===== src/rtl/spi_master_if.sv =====
// Parallel request/response bus between a host and spi_master.
// The host drives the request side through the master modport; spi_master uses the slave modport.
interface spi_master_if;
    logic       start;
    logic       rw;
    logic [6:0] addr;
    logic [7:0] wdata;
    logic       busy;
    logic       done;
    logic [7:0] rdata;

    modport master (
        output start, rw, addr, wdata,
        input  busy, done, rdata
    );

    modport slave (
        input  start, rw, addr, wdata,
        output busy, done, rdata
    );
endinterface


===== src/rtl/spi_master.sv =====
// SPI mode-0 master: one {addr[6:0], rw} command byte plus one data byte per frame, MSB first.
// Optional build macro SPI_MASTER_MISO_SYNC_EN adds a 2-flop synchronizer on miso_pin.
module spi_master #(
    parameter int CLK_DIV = 50,
    parameter int CS_IDLE = 2
) (
    input  logic        clk,
    input  logic        rst_n,
    spi_master_if.slave bus,
    output logic        sclk_pin,
    output logic        cs_pin,
    output logic        mosi_pin,
    input  logic        miso_pin
);

    localparam int DW = (CLK_DIV > 1) ? $clog2(CLK_DIV) : 1;
    localparam int GW = (CS_IDLE > 1) ? $clog2(CS_IDLE) : 1;

    typedef enum logic [2:0] {
        IDLE,
        SETUP,
        SHIFT,
        HOLD,
        GAP
    } state_t;

    state_t        state_reg;
    logic [DW-1:0] div_cnt_reg;
    logic [GW-1:0] gap_cnt_reg;
    logic [3:0]    bit_cnt_reg;
    logic          phase_hi_reg;
    logic          rw_reg;
    logic [14:0]   frame_reg;
    logic [7:0]    shadow_reg;
    logic [7:0]    rdata_reg;
    logic          busy_reg;
    logic          done_reg;
    logic          sclk_reg;
    logic          cs_reg;
    logic          mosi_reg;
    logic          tick;

    assign tick      = (div_cnt_reg == DW'(CLK_DIV - 1));
    assign bus.busy  = busy_reg;
    assign bus.done  = done_reg;
    assign bus.rdata = rdata_reg;
    assign sclk_pin  = sclk_reg;
    assign cs_pin    = cs_reg;
    assign mosi_pin  = mosi_reg;

`ifdef SPI_MASTER_MISO_SYNC_EN
    logic [1:0] miso_sync_reg;

    always_ff @(posedge clk) begin
        if (!rst_n) begin
            miso_sync_reg <= 2'b00;
        end else begin
            miso_sync_reg <= {miso_sync_reg[0], miso_pin};
        end
    end
`endif

    always_ff @(posedge clk) begin
        if (!rst_n) begin
            state_reg    <= IDLE;
            div_cnt_reg  <= '0;
            gap_cnt_reg  <= '0;
            bit_cnt_reg  <= 4'd0;
            phase_hi_reg <= 1'b0;
            rw_reg       <= 1'b0;
            frame_reg    <= '0;
            shadow_reg   <= 8'h00;
            rdata_reg    <= 8'h00;
            busy_reg     <= 1'b0;
            done_reg     <= 1'b0;
            sclk_reg     <= 1'b0;
            cs_reg       <= 1'b1;
            mosi_reg     <= 1'b0;
        end else begin
            done_reg <= 1'b0;

            if (state_reg == IDLE) begin
                div_cnt_reg <= '0;
            end else if (tick) begin
                div_cnt_reg <= '0;
            end else begin
                div_cnt_reg <= div_cnt_reg + 1'b1;
            end

`ifdef SPI_MASTER_MISO_SYNC_EN
            // Synchronized miso reflects the sclk-rise sample two cycles later.
            if (state_reg == SHIFT && phase_hi_reg && rw_reg && bit_cnt_reg >= 4'd8 &&
                div_cnt_reg == DW'(1)) begin
                shadow_reg <= {shadow_reg[6:0], miso_sync_reg[1]};
            end
`endif

            case (state_reg)
                IDLE: begin
                    if (bus.start) begin
                        // mosi carries addr[6] now; the remaining 15 bits wait in frame_reg.
                        frame_reg    <= {bus.addr[5:0], bus.rw, (bus.rw ? 8'h00 : bus.wdata)};
                        rw_reg       <= bus.rw;
                        shadow_reg   <= 8'h00;
                        bit_cnt_reg  <= 4'd0;
                        phase_hi_reg <= 1'b0;
                        busy_reg     <= 1'b1;
                        cs_reg       <= 1'b0;
                        mosi_reg     <= bus.addr[6];
                        state_reg    <= SETUP;
                    end
                end

                SETUP: begin
                    if (tick) begin
                        sclk_reg     <= 1'b1;
                        phase_hi_reg <= 1'b1;
                        state_reg    <= SHIFT;
                    end
                end

                SHIFT: begin
                    if (tick) begin
                        if (phase_hi_reg) begin
                            sclk_reg     <= 1'b0;
                            phase_hi_reg <= 1'b0;
                            mosi_reg     <= frame_reg[14];
                            frame_reg    <= {frame_reg[13:0], 1'b0};
                        end else if (bit_cnt_reg == 4'd15) begin
                            state_reg <= HOLD;
                        end else begin
                            bit_cnt_reg  <= bit_cnt_reg + 4'd1;
                            sclk_reg     <= 1'b1;
                            phase_hi_reg <= 1'b1;
`ifndef SPI_MASTER_MISO_SYNC_EN
                            // Entering bits 8..15: sample miso on the same edge sclk rises.
                            if (rw_reg && bit_cnt_reg >= 4'd7) begin
                                shadow_reg <= {shadow_reg[6:0], miso_pin};
                            end
`endif
                        end
                    end
                end

                HOLD: begin
                    if (tick) begin
                        cs_reg      <= 1'b1;
                        mosi_reg    <= 1'b0;
                        done_reg    <= 1'b1;
                        gap_cnt_reg <= '0;
                        if (rw_reg) begin
                            rdata_reg <= shadow_reg;
                        end
                        state_reg <= GAP;
                    end
                end

                GAP: begin
                    if (tick) begin
                        if (gap_cnt_reg == GW'(CS_IDLE - 1)) begin
                            busy_reg  <= 1'b0;
                            state_reg <= IDLE;
                        end else begin
                            gap_cnt_reg <= gap_cnt_reg + 1'b1;
                        end
                    end
                end

                default: begin
                    state_reg <= IDLE;
                end
            endcase
        end
    end

endmodule

===== src/flat_wrapper.sv =====
// flat-port wrapper written by rule: the top's interface ports become plain ports
module spi_master_flat 
#(
    parameter int CLK_DIV = 50,
    parameter int CS_IDLE = 2
)
  (clk, rst_n, sclk_pin, cs_pin, mosi_pin, miso_pin, bus_start, bus_rw, bus_addr, bus_wdata, bus_busy, bus_done, bus_rdata);
  spi_master_if bus_i ();
  input  logic clk;
  input  logic rst_n;
  output logic sclk_pin;
  output logic cs_pin;
  output logic mosi_pin;
  input  logic miso_pin;
  input wire logic [$bits(bus_i.start)-1:0] bus_start;
  input wire logic [$bits(bus_i.rw)-1:0] bus_rw;
  input wire logic [$bits(bus_i.addr)-1:0] bus_addr;
  input wire logic [$bits(bus_i.wdata)-1:0] bus_wdata;
  output wire logic [$bits(bus_i.busy)-1:0] bus_busy;
  output wire logic [$bits(bus_i.done)-1:0] bus_done;
  output wire logic [$bits(bus_i.rdata)-1:0] bus_rdata;
  assign bus_i.start = bus_start;
  assign bus_i.rw = bus_rw;
  assign bus_i.addr = bus_addr;
  assign bus_i.wdata = bus_wdata;
  assign bus_busy = bus_i.busy;
  assign bus_done = bus_i.done;
  assign bus_rdata = bus_i.rdata;
  spi_master #(.CLK_DIV(CLK_DIV), .CS_IDLE(CS_IDLE)) u_core (.clk(clk), .rst_n(rst_n), .bus(bus_i), .sclk_pin(sclk_pin), .cs_pin(cs_pin), .mosi_pin(mosi_pin), .miso_pin(miso_pin));
endmodule

===== config.mk =====
export PLATFORM = sky130hd
export DESIGN_NAME = spi_master_flat
export DESIGN_NICKNAME = d
export VERILOG_FILES = /design/src/rtl/spi_master_if.sv /design/src/rtl/spi_master.sv /design/src/flat_wrapper.sv
export SDC_FILE = /design/constraint.sdc
export NUM_CORES = 1
export LEC_CHECK = 0
export BUFFER_PORTS_ARGS = -buffer_cell sky130_fd_sc_hd__buf_2
export CAP_MARGIN = 30
export CORE_MARGIN = 2
export CORE_UTILIZATION = 50
export CTS_BUF_LIST = sky130_fd_sc_hd__clkbuf_8 sky130_fd_sc_hd__clkbuf_16
export DETAILED_ROUTE_END_ITERATION = 8
export GPL_TIMING_DRIVEN = 0
export MAX_ROUTING_LAYER = met4
export PLACE_DENSITY = 0.68
export SYNTH_ARGS = -nofsm -noshare
export SYNTH_HDL_FRONTEND = slang
export SYNTH_SLANG_ARGS = --single-unit

===== constraint.sdc =====
create_clock -name clk -period 3.7 [get_ports clk]
set_input_delay 0.555 -clock clk [delete_from_list [all_inputs] [get_ports clk]]
set_output_delay 0.555 -clock clk [all_outputs]
set_load 0.03 [all_outputs]

# [Word level (Yosys, flattened, before mapping)]
# Cells that the tools add are included.
[word_totals] regBits=52 input_bits=20 out_inout_bits=13
[classes] addsub=3 order_cmp=1 n_eq_ne=18 muxes=49 n_bitwise=1 reduce_logical=23
[op_table] operator="8-bit two-way mux" n=6
[op_table] operator="15-bit two-way mux" n=3
[op_table] operator="15-bit case mux with 2 select lines" n=1
[op_table] operator="3-bit two-way mux" n=8
[op_table] operator="1-bit two-way mux" n=18
[op_table] operator="4-bit two-way mux" n=4
[op_table] operator="2-bit by 1-bit inequality test with 1-bit output (second input constant)" n=8
[op_table] operator="8-bit case mux with 2 select lines" n=1
[op_table] operator="4-bit AND reduction" n=4
[op_table] operator="3-bit case mux with 5 select lines" n=1
[op_table] operator="5-bit AND reduction" n=2
[op_table] operator="2-bit nonzero test" n=5
[op_table] operator="3-bit AND reduction" n=3
[op_table] operator="1-bit case mux with 2 select lines" n=4
[op_table] operator="4-bit case mux with 2 select lines" n=1
[op_table] operator="8-bit AND reduction" n=1
[op_table] operator="6-bit by 1-bit adder with 6-bit output (second input constant)" n=1
[op_table] operator="3-bit by 2-bit == test with 1-bit output (second input constant)" n=2
[op_table] operator="6-bit == test (second input constant)" n=1
[op_table] operator="2-bit inequality test (second input constant)" n=3
[op_table] operator="1-bit case mux with 3 select lines" n=2
[op_table] operator="6-bit AND reduction" n=1
[op_table] operator="3-bit nonzero test" n=2
[op_table] operator="4-bit by 1-bit adder with 4-bit output (second input constant)" n=1
[op_table] operator="other kinds (11)" n=12

# [Logic depth before layout (Yosys ltp)]
# Gate-level depths: netlist (run 1).
[logic_depth] word_depth=7 mapped_depth=9 ltp_nobuf=6

# [Least setup slack after synthesis (run 1)]
# No wires, ideal clock.
[synth_timing] kind="in2reg" startpoint="input rst_n" endpoint="register u_core.shadow_reg[0]" setup_time_ns=0.060 t_arrival_ns=1.785 path_slack_ns=1.856 path_stages=5 path_buffers=1 cell_sequence="buf_2 > nand2b_1 > or4_4 > a211oi_4 > a22o_1"
[synth_lines] element="start, declared" line="flat_wrapper.sv:10" text="input logic rst_n;"
[synth_lines] element="end signal, assigned" line="spi_master.sv:138" text="shadow_reg <= {shadow_reg[6:0], miso_pin};"
[synth_lines] element="end, declared" line="spi_master.sv:34" text="logic [7:0] shadow_reg;"

# [Worst setup path in the final report (run 1)]
[layout_timing] startpoint="register u_core.div_cnt_reg[1]" endpoint="register u_core.frame_reg[8]"
[layout_via] elab_chain_cells=3
[layout_rtl] element="start, declared" line="spi_master.sv:28" text="logic [DW-1:0] div_cnt_reg;"
[layout_rtl] element="start signal, assigned" line="spi_master.sv:87" text="div_cnt_reg <= div_cnt_reg + 1'b1;"
[layout_rtl] element="6-bit == test" line="spi_master.sv:43" text="assign tick = (div_cnt_reg == DW'(CLK_DIV - 1));"
[layout_rtl] element="2-bit by 1-bit inequality test with 1-bit output (no source line)"
[layout_rtl] element="4-bit AND reduction (no source line)"
[layout_rtl] element="end signal, assigned" line="spi_master.sv:102" text="frame_reg <= {bus.addr[5:0], bus.rw, (bus.rw ? 8'h00 : bus.wdata)};"
[layout_rtl] element="end signal, assigned" line="spi_master.sv:128" text="frame_reg <= {frame_reg[13:0], 1'b0};"
[layout_rtl] element="end, declared" line="spi_master.sv:33" text="logic [14:0] frame_reg;"
# No other way between the ends.
# A chain may end at the register's enable or synchronous reset.

==> results.py, run 1 <==
metrics = {
    "yosys": {
        "synth.distinct_cells": 43,
        "synth_edf_count": 0,
        "ys_seq_area_share_pct": 44.2,
        "ys_top_cells_by_area": "dfxtp_1, mux2i_1, a21oi_1",
        "netlist_area_sq_um": 2350,
        "synthArstFlopShare_pct": 0,
        "ys.flop_type": "dfxtp_1",
        "yosys.area.top_type_share_pct": 44.2,
        "synth_fp_nets": 283,
        "yosysTopAreaCell": "dfxtp_1",
        "ys_warn_count": 0,
        "ys_seq_elements": 52,
        "syn_avg_cell_area_sq_um": 9.05,
        "postSynthCellCount": 260,
    },
    "cts": {
        "cts.sinks": 52,
        "cts_hold_buf": 0,
        "cts_inserted_buffers": 5,
        "root_buffer": "clkbuf_8",
        "clk_latency_ns": 0.32,
        "htreeDepth": 2,
        "cts_tree": "done",
        "cts_resized": 0,
        "cts_setup_buffers": 0,
        "clk_pin_slew_ns": 0.11,
        "clockBufferDepth": 2,
    },
    "floorplan": {
        "die_width_microns": 72.6,
        "rows": 24,
        "start_util_pct": 53.0,
        "die_height_microns": 72.6,
        "io_pins": 33,
        "die_area_sq_um": 5270,
        "coreArea_sq_um": 4440,
    },
    "run_status": {
        "status": "complete, no violations",
    },
    "detailed_routing": {
        "drc": 0,
        "wl_per_cell_microns": 14.7,
        "via_per_inst": 5.72,
        "first_pass_iters": 4,
        "first_iter_violations": 116,
        "final_antenna_net_count": 0,
        "via_count": 2001,
        "wl_microns": 5150,
    },
    "sta": {
        "skew_ns": 0.0111,
        "fin_setup_tns_ns": 0,
        "fin_crit_sh_pct": 54.5,
        "slew_headroom_pct": 58.5,
        "clock.fmax_mhz": 496,
        "setup_viol": 0,
        "rsz0062_at_grt": "no",
        "hold_viol_final": 0,
        "tightest_slew_ns": 0.622,
        "slew_viol_final": 0,
        "finalCriticalPeriod_ns": 2.02,
    },
    "pwr": {
        "power.switching_uw": 275,
        "power.internal_uw": 755,
        "leakagePower_nw": 1.07,
        "pwr-share-comb_pct": 9.4,
        "swShare_pct": 26.7,
        "seq_power_share_pct": 57.0,
        "power.density_nw_per_um2": 386,
        "p_clk_share_pct": 33.6,
        "worst_ir_drop_vdd_v": 0.000225,
    },
    "worst_setup_path": {
        "crit_type": "reg -> reg",
        "cp_common_cell": "buf_2",
        "crit_slowest_cell": "dfxtp_1",
        "worst_setup_path_end_kind": "register",
        "path_cells": "inv_1 > ha_1 > and4b_1 > buf_2 > a31o_2 > and2_1 > buf_2 > buf_2 > a211oi_1",
        "crit_arrival_ns": 2.25,
        "slowest_delay_ns": 0.36,
        "required_ns": 3.93,
        "crit_path_start_kind": "register",
        "critPathMaxFanout": 10,
        "r2r_setup_slack_ns": 1.68,
    },
    "global_route": {
        "use_met2_pct": 32.1,
        "grt_pass1_wl_microns": 8790,
        "grt_start_max_net_pins": 19,
        "grt_antenna_before_repair": 0,
        "grt_usage_pct": 21.7,
        "grt_overflow": 0,
        "use_met1_pct": 30.5,
        "grt_pass1_vias": 1834,
        "grt-busiest-layer": "met2",
        "use_met3_pct": 4.14,
    },
    "layout": {
        "syn2layout_area_growth_pct": 13.2,
        "stdcell_count": 350,
        "largest_reg_flops": 15,
        "nNetsFinal": 320,
        "fillers": 423,
        "final_cell_mix": "dfxtp_1, buf_2, nor2_1, a21oi_1",
        "layout-drive-gt1-share_pct": 16.4,
        "n_antenna_cell": 0,
        "layout_commonest_cell": "dfxtp_1",
    },
    "placed_design": {
        "port_buffers": 30,
        "hpwl_microns": 3640,
        "gp_congestion": 0.887,
        "placed_cells": 342,
    },
    "job": {
        "maxCapViolations": 0,
    },
    "min_path": {
        "min_path_type": "in -> reg",
    },
}
-- logic make-up after synthesis --
family | Yosys count | synth area share (%)
xor+xnor | 5 | 1.86
buf+inv | 24 | 4.41
flops | 52 | 44.2
compound gates | 81 | 23.3
simple gates | 79 | 17.8
fa+ha+maj | 3 | 1.60
mux | 16 | 6.80
-- final timing paths --
| check | startpoint | endpoint | depth (start not counted) |
|---|---|---|---|
| min reg2reg | u_core.div_cnt_reg[0] | u_core.div_cnt_reg[0] | 1 |
| min | miso_pin | u_core.shadow_reg[0] | 2 |
| max | u_core.div_cnt_reg[1] | u_core.frame_reg[8] | 9 |
| max reg2reg | u_core.div_cnt_reg[1] | u_core.frame_reg[8] | 9 |
-- layer usage --
layer	vias to the layer above	part of all wire, %
met5	-	0
met4	0	1.2
met2	51	44
li1	1026	-
met1	918	50
met3	6	4.5
-- layout make-up --
class	count	area, sq um	share of cell area [%]
clock buffer	5	68.8	2.58
sequential	52	1040	39.1
multi-input combinational	184	1210	45.4
buffer	19	85.1	3.19
clock inverter	3	27.5	1.03
timing repair buffer	30	150	5.63
tap	52	65.1	2.44
inverter	5	18.8	0.704
-- stage by stage --
stage / hold slack, ns / power (mW) / cell area, sq um / setup slack, ns / util (%)
after floorplan: 0.433 / 0.666 / 2350 / 1.86 / -
after CTS: 0.449 / 1.03 / 2670 / 1.70 / 60.0
final: 0.450 / 1.03 / 2670 / 1.68 / 60.0
after global placement: 0.447 / 0.695 / 2570 / 1.66 / 57.8
after global routing: 0.440 / 1.07 / 2670 / 1.47 / 60.0
after detailed placement: 0.453 / 0.696 / 2570 / 1.64 / 57.8
-- critical path: cells and delay by family, from the launching register on --
kind / cells / cell delay [ns]
adders and majority gates: 1 / 0.19
and+or+nand+nor: 2 / 0.33
buffers and inverters: 4 / 0.55
AOI/OAI and AO/OA: 2 / 0.50
DFF: 1 / 0.36
-- power groups by stage --
stage | combinational, mW | sequential, mW | clock (mW)
6_report | 0.0969 | 0.587 | 0.346
5_1_grt | 0.108 | 0.590 | 0.375
4_1_cts | 0.0969 | 0.587 | 0.351
3_5_place_dp | 0.0963 | 0.600 | 0
3_3_place_gp | 0.0955 | 0.600 | 0
2_1_floorplan | 0.0638 | 0.603 | 0
-- cells in the mapped netlist (2+ instances only) --
master and count:
nor2b_1 5, a31oi_1 4, nand2_1 9, o21a_1 3
nand4b_1 2, nor2_1 27, nand3_1 7, inv_1 5
buf_2 5, a21oi_1 27, dfxtp_1 52, o211ai_1 4
mux2i_1 16, o21ai_0 9, nor3b_1 9, clkbuf_1 13
a22o_1 8, a211oi_1 16, xnor2_1 4, ha_1 3
nand2b_1 5, nor3_1 5, nand3b_1 2
Note: power is estimated with default switching activity, not from simulation.
==> run 2, diff against run 1 <==
--- a/config.mk
+++ b/config.mk
@@ -5,6 +5,7 @@
 export SDC_FILE = /design/constraint.sdc
 export NUM_CORES = 1
 export LEC_CHECK = 0
+export ABC_AREA = 1
 export BUFFER_PORTS_ARGS = -buffer_cell sky130_fd_sc_hd__buf_2
 export CAP_MARGIN = 30
 export CORE_MARGIN = 2
==> constraint.sdc (replaced) <==
create_clock -name clk -period 1.96 [get_ports clk]
set_input_delay 0.294 -clock clk [delete_from_list [all_inputs] [get_ports clk]]
set_output_delay 0.294 -clock clk [all_outputs]
set_load 0.03 [all_outputs]
==> run 2 against run 1 <==
Effect of this change:
- sequential share of layout area down 2.7 points
- register-to-register slack worse by 1.5 ns
- hold slack worse by 0.21 ns
- cell area up 7.6%
- via count up 16%
- largest power group is now combinational logic
- routed wire length up 4.8%
- global-route usage down 0.053 points
- first-iteration DRC count down 22%
- critical path type unchanged
- clock-buffer cell count up 2
- worst setup slack worse by 1.5 ns
- largest cell class unchanged
- clock power up 130%
- critical path depth up 2
==> results.py, run 2 <==
metrics = {
    "yosys": {
        "postSynthCellCount": 367,
        "ys_seq_area_share_pct": 41.7,
        "ys.flop_type": "dfxtp_1",
        "yosysTopAreaCell": "dfxtp_1",
        "synth_edf_count": 0,
        "syn_avg_cell_area_sq_um": 6.80,
        "yosysMostFrequentCell": "nand2_1",
        "synthArstFlopShare_pct": 0,
        "netlist_area_sq_um": 2490,
        "ys_warn_count": 0,
        "ys_seq_elements": 52,
        "yosys.area.top_type_share_pct": 41.7,
        "synth.distinct_cells": 30,
        "synth_fp_nets": 390,
        "ys_top_cells_by_area": "dfxtp_1, nand2_1, nor2_1",
        "synthTopCellsByCount": "nand2_1, nor2_1, dfxtp_1, a21oi_1, nand3_1",
    },
    "worst_setup_path": {
        "slowest_delay_ns": 0.41,
        "critPathLaunch": "u_core.div_cnt_reg[1]",
        "critPathMaxFanout": 10,
        "crit_arrival_ns": 1.97,
        "endpoint": "u_core.frame_reg[10]",
        "path_cells": "inv_1 > ha_1 > nand2_1 > nor2_1 > nand2_1 > nand2_2 > nand2_2 > nor2_4 > buf_4 > o21ai_0 > nor2_1",
        "worst_setup_path_end_kind": "register",
        "cp_num_cells": 11,
        "required_ns": 2.16,
        "crit_type": "reg -> reg",
        "r2r_setup_slack_ns": 0.19,
        "crit_slowest_cell": "dfxtp_1",
        "critical_path_buf_inv_count": 2,
        "crit_path_start_kind": "register",
        "reg2regPathDepth": 11,
        "crit_family": "simple AND/OR/NAND/NOR gates",
        "reg2reg_from": "u_core.div_cnt_reg[1]",
        "reg2reg_to": "u_core.frame_reg[10]",
    },
    "cts": {
        "cts_tree": "done",
        "cts_inserted_buffers": 5,
        "cts_hold_buf": 0,
        "clk_latency_ns": 0.30,
        "root_buffer": "clkbuf_8",
        "clk_pin_slew_ns": 0.09,
        "clockBufferDepth": 2,
        "cts.sinks": 52,
        "cts_setup_buffers": 0,
        "htreeDepth": 2,
    },
    "sta": {
        "finalCriticalPeriod_ns": 1.77,
        "whs_ns": 0.237,
        "slew_headroom_pct": 64.6,
        "slew_viol_final": 0,
        "rsz0062_at_grt": "no",
        "fin_setup_tns_ns": 0,
        "setup_viol": 0,
        "tightest_slew_ns": 0.531,
        "clock.fmax_mhz": 565,
        "skew_ns": 0.00254,
        "fin_crit_sh_pct": 90.3,
        "hold_viol_final": 0,
    },
    "detailed_routing": {
        "via_per_inst": 4.91,
        "wl_per_cell_microns": 11.4,
        "wl_microns": 5400,
        "via_count": 2329,
        "first_iter_violations": 91,
        "final_antenna_net_count": 0,
        "drc": 0,
        "first_pass_iters": 4,
    },
    "global_route": {
        "grt_overflow": 0,
        "grt_pass1_wl_microns": 9090,
        "grt_usage_pct": 21.6,
        "grt_start_max_net_pins": 16,
        "grt_antenna_before_repair": 0,
        "grt_pass1_vias": 2004,
    },
    "placed_design": {
        "hpwl_microns": 3870,
        "gp_congestion": 0.869,
        "port_buffers": 32,
    },
    "pwr": {
        "leakagePower_nw": 1.31,
        "worst_ir_drop_vdd_v": 0.000644,
        "power.density_nw_per_um2": 1310,
    },
    "floorplan": {
        "start_util_pct": 52.5,
        "io_pins": 33,
        "coreArea_sq_um": 4750,
        "die_width_microns": 74.6,
        "die_height_microns": 74.6,
        "rows": 25,
        "die_area_sq_um": 5570,
    },
    "min_path": {
        "min_path_type": "in -> reg",
        "worstHoldStart": "bus_wdata[0]",
    },
    "layout": {
        "largest_reg_flops": 15,
        "final_cell_mix": "nand2_1, nor2_1, dfxtp_1",
        "n_antenna_cell": 0,
        "layout-drive-gt1-share_pct": 17.0,
        "syn2layout_area_growth_pct": 14.9,
        "fillers": 506,
        "regArea_sq_um": 1040,
        "nNetsFinal": 429,
        "layout_commonest_cell": "nand2_1",
        "multi_input_area_sq_um": 1280,
    },
    "job": {
        "maxCapViolations": 0,
    },
    "run_status": {
        "status": "complete, no violations",
    },
}
run 2: changes by cell type after synthesis, moves of 15 or more:
cell / delta
nand2_1: +93
a211oi_1: -16
nand3_1: +21
inv_1: +15
mux2i_1: -16
nor2_1: +41
run 2: per-stage QoR:
step	setup slack [ns]	instance area [sq um]	utilization, %	power, mW	cells
6_report	0.190	2870	60.3	3.74	474
5_1_grt	0.0236	2870	60.3	4.06	474
4_1_cts	0.144	2870	60.3	3.77	474
3_5_place_dp	0.148	2740	57.6	2.96	466
3_3_place_gp	0.172	2740	57.6	2.94	466
2_1_floorplan	0.430	2490	-	2.64	367
run 2: cells by family after synthesis:
family / Yosys count / share of synthesized area [%]
xor+xnor: 3 / 1.05
buf+inv: 39 / 7.02
simple gates: 213 / 36.7
fa+ha+maj: 3 / 1.50
flops: 52 / 41.7
compound gates: 57 / 12.0
run 2: per-layer routing:
metal	GRT usage, %	share of wire, %
met5	-	0
met2	32.4	46
met4	5.75	1.1
met1	30.0	50
met3	4.15	3.2
run 2: tightest hold or removal path: cells and delay by family:
kind | cells | cell delay (ns)
and+or+nand+nor | 1 | 0.09
buffers and inverters | 1 | 0.08
AOI/OAI and AO/OA | 1 | 0.05
run 2: final cells by class:
type | count | area share [%]
inverter | 25 | 3.27
tap | 67 | 2.92
multi-input combinational | 276 | 44.6
sequential | 52 | 36.4
timing repair buffer | 32 | 5.59
buffer | 14 | 2.84
clock buffer | 7 | 3.36
clock inverter | 1 | 1.05
run 2: power by group:
| part | switching, mW | internal [mW] | total, mW |
|---|---|---|---|
| clock | 0.346 | 0.451 | 0.796 |
| combinational | 0.990 | 0.523 | 1.51 |
| sequential | 0.137 | 1.30 | 1.43 |
run 2: timing repair:
| item | in CTS | in global routing |
|---|---|---|
| endpoints found under the setup margin | 0 | 11 |
| endpoints found under the hold margin | 0 | 0 |
| gates resized for setup | 0 | 1 |
run 2: worst min-delay path by stage:
stage,end,depth (start not counted)
4_1_cts,u_core.frame_reg[0],3
3_5_place_dp,u_core.cs_pin,2
3_3_place_gp,u_core.bus.rdata[0],2
5_1_grt,u_core.frame_reg[0],3
6_report,u_core.frame_reg[0],3
2_1_floorplan,u_core.frame_reg[1],2
==> run 3, diff against run 2 <==
--- a/config.mk
+++ b/config.mk
@@ -14,7 +14,7 @@
 export DETAILED_ROUTE_END_ITERATION = 8
 export GPL_TIMING_DRIVEN = 0
 export MAX_ROUTING_LAYER = met4
-export PLACE_DENSITY = 0.68
+export PLACE_DENSITY = 0.7
 export SYNTH_ARGS = -nofsm -noshare
 export SYNTH_HDL_FRONTEND = slang
 export SYNTH_SLANG_ARGS = --single-unit
==> constraint.sdc (replaced) <==
create_clock -name clk -period 1.45 [get_ports clk]
set_input_delay 0.2175 -clock clk [delete_from_list [all_inputs] [get_ports clk]]
set_output_delay 0.2175 -clock clk [all_outputs]
set_load 0.03 [all_outputs]
==> run 3 against run 2 <==
Effect of this change:
- the flow now finishes with violations (negative setup slack)
- via count is 7.5% higher
- critical path type unchanged
- die area stayed put
- sequential power is 40% higher
- hold slack worse by 0.10 ns
- global-route usage is 1.2 points higher
- routed wire length is 11% higher
==> results.py, run 3 (same netlist as run 2, synthesis figures left out) <==
metrics = {
    "run_status": {
        "status": "finished with violations",
        "violations": "negative setup slack",
    },
    "placed_design": {
        "port_buffers": 32,
        "hpwl_microns": 3790,
        "post-place-ws_ns": -0.236,
        "gp_congestion": 0.829,
        "placed_area_sq_um": 2760,
        "placed_cells": 466,
    },
    "detailed_routing": {
        "wl_per_cell_microns": 12.1,
        "first_pass_iters": 4,
        "via_per_inst": 5.05,
        "first_iter_violations": 106,
        "final_antenna_net_count": 0,
        "wl_microns": 6010,
        "drc": 0,
        "via_count": 2504,
    },
    "layout": {
        "largest_reg_flops": 15,
        "n_antenna_cell": 0,
        "layout-drive-gt1-share_pct": 29.1,
        "final_cell_mix": "nand2_1, nor2_1, dfxtp_1",
        "nNetsFinal": 451,
        "stdcell_area_sq_um": 3250,
        "post-route-util_pct": 68.4,
        "syn2layout_area_growth_pct": 30.4,
        "layout_commonest_cell": "nand2_1",
        "stdcell_count": 496,
        "fillers": 421,
    },
    "worst_setup_path": {
        "critical_path_buf_inv_count": 2,
        "slowest_delay_ns": 0.33,
        "crit_arrival_ns": 1.75,
        "worst_setup_path_end_kind": "register",
        "path_cells": "inv_2 > ha_4 > nand2_4 > nor2_4 > nand2_4 > nand2_4 > nand2_4 > nor2_4 > buf_6 > o21ai_2 > nor2_1",
        "crit_path_start_kind": "register",
        "r2r_setup_slack_ns": -0.05,
        "critPathMaxFanout": 8,
        "required_ns": 1.70,
        "crit_type": "reg -> reg",
        "crit_family": "simple AND/OR/NAND/NOR gates",
        "crit_slowest_cell": "dfxtp_2",
        "cp_common_cell": "nand2_4",
    },
    "pwr": {
        "seq_power_share_pct": 35.2,
        "swShare_pct": 40.9,
        "power.internal_mw": 3.35,
        "leakagePower_nw": 1.46,
        "power.switching_mw": 2.32,
        "worst_ir_drop_vdd_v": 0.000852,
        "power.density_nw_per_um2": 1740,
        "p_clk_share_pct": 15.3,
        "pwr-share-comb_pct": 49.5,
    },
    "global_route": {
        "grt_pass1_wl_microns": 9560,
        "grt_usage_pct": 22.8,
        "grt_pass1_vias": 2135,
        "grt_antenna_before_repair": 0,
        "grt_overflow": 0,
        "grt_start_max_net_pins": 16,
    },
    "floorplan": {
        "die_area_sq_um": 5570,
        "die_width_microns": 74.6,
        "rows": 25,
        "io_pins": 33,
        "die_height_microns": 74.6,
        "start_util_pct": 52.5,
        "coreArea_sq_um": 4750,
    },
    "cts": {
        "clk_pin_slew_ns": 0.09,
        "htreeDepth": 2,
        "clockBufferDepth": 2,
        "cts.sinks": 52,
        "clk_latency_ns": 0.31,
        "cts_hold_buf": 0,
        "cts_tree": "done",
        "root_buffer": "clkbuf_8",
        "cts_inserted_buffers": 5,
    },
    "sta": {
        "finalWorstSetupSlack_ns": -0.0543,
        "slew_headroom_pct": 63.0,
        "rsz0062_at_grt": "yes",
        "finalCriticalPeriod_ns": 1.50,
        "skew_ns": 0.00552,
        "slew_viol_final": 0,
        "hold_viol_final": 0,
        "clock.fmax_mhz": 665,
        "fin_crit_sh_pct": 104,
        "tightest_slew_ns": 0.556,
        "setup_viol": 27,
    },
    "job": {
        "maxCapViolations": 0,
    },
    "min_path": {
        "min_path_type": "in -> reg",
    },
}
run 3: changes by cell type in the layout (fill, tap and decap cells not counted), moves of 4 or more:
cell / change
buf_4: +18
nand2_1: -10
o21ai_0: -9
buf_6: +8
nand2_4: +6
dfxtp_1: -5
dfxtp_4: +5
nor2_4: +5
o21ai_2: +5
a21oi_1: -4
a21oi_2: +4
buf_2: -4
nand2_2: +4
nor2_1: -4
run 3: routing by layer:
| metal | routed length, microns | global-route usage (%) | vias up |
|---|---|---|---|
| met3 | 366 | 5.09 | 9 |
| met4 | 81 | 5.75 | 0 |
| met2 | 2780 | 36.2 | 61 |
| met1 | 2780 | 29.7 | 1140 |
| li1 | - | - | 1294 |
| met5 | 0 | - | - |
run 3: power groups by stage:
stage | Combinational, mW | Sequential (mW) | Clock, mW
after detailed placement | 2.07 | 1.96 | 0
after global routing | 3.12 | 2.03 | 0.926
after floorplan | 1.62 | 1.97 | 0
after CTS | 2.43 | 1.97 | 0.875
after global placement | 2.04 | 1.96 | 0
final | 2.80 | 2.00 | 0.867
run 3: worst paths after layout:
check / depth (start not counted) / startpoint / end
worst max register to register: 11 / u_core.div_cnt_reg[1] / u_core.frame_reg[11]
worst min-delay path: 3 / bus_wdata[0] / u_core.frame_reg[0]
worst min register to register: 2 / u_core.bus.rdata[5] / u_core.bus.rdata[5]
worst max-delay path: 11 / u_core.div_cnt_reg[1] / u_core.frame_reg[11]
run 3: worst reg2reg max path, stage by stage (launching register included):
cell and delay [ns]:
dfxtp_2 0.33, inv_2 0.07, ha_4 0.15, nand2_4 0.05, nor2_4 0.10, nand2_4 0.10, nand2_4 0.10, nand2_4 0.07
nor2_4 0.15, buf_6 0.15, o21ai_2 0.05, nor2_1 0.13
run 3: what timing repair did:
| action | in CTS | in global routing |
|---|---|---|
| gates resized for setup | 33 | 45 |
| cloned | 1 | 1 |
| endpoints found under the setup margin | 43 | 45 |
| buffers inserted | 12 | 9 |
| pin swaps | 9 | 24 |
run 3: per-stage QoR:
step	total power, mW	hold slack (ns)	TNS (ns)
2_1_floorplan	3.59	0.373	0
3_5_place_dp	4.03	0.446	-5.42
5_1_grt	6.07	0.198	-5.08
6_report	5.67	0.137	-0.607
3_3_place_gp	3.99	0.446	-4.76
4_1_cts	5.28	0.153	-2.97
run 3: area by class of cell:
| class | instances | area, sq um | area share (%) |
|---|---|---|---|
| sequential | 52 | 1060 | 32.6 |
| clock buffer | 6 | 82.6 | 2.54 |
| inverter | 25 | 98.8 | 3.04 |
| buffer | 13 | 95.1 | 2.92 |
| tap | 67 | 83.8 | 2.58 |
| clock inverter | 2 | 11.3 | 0.346 |
| multi-input combinational | 276 | 1470 | 45.2 |
| timing repair buffer | 55 | 352 | 10.8 |
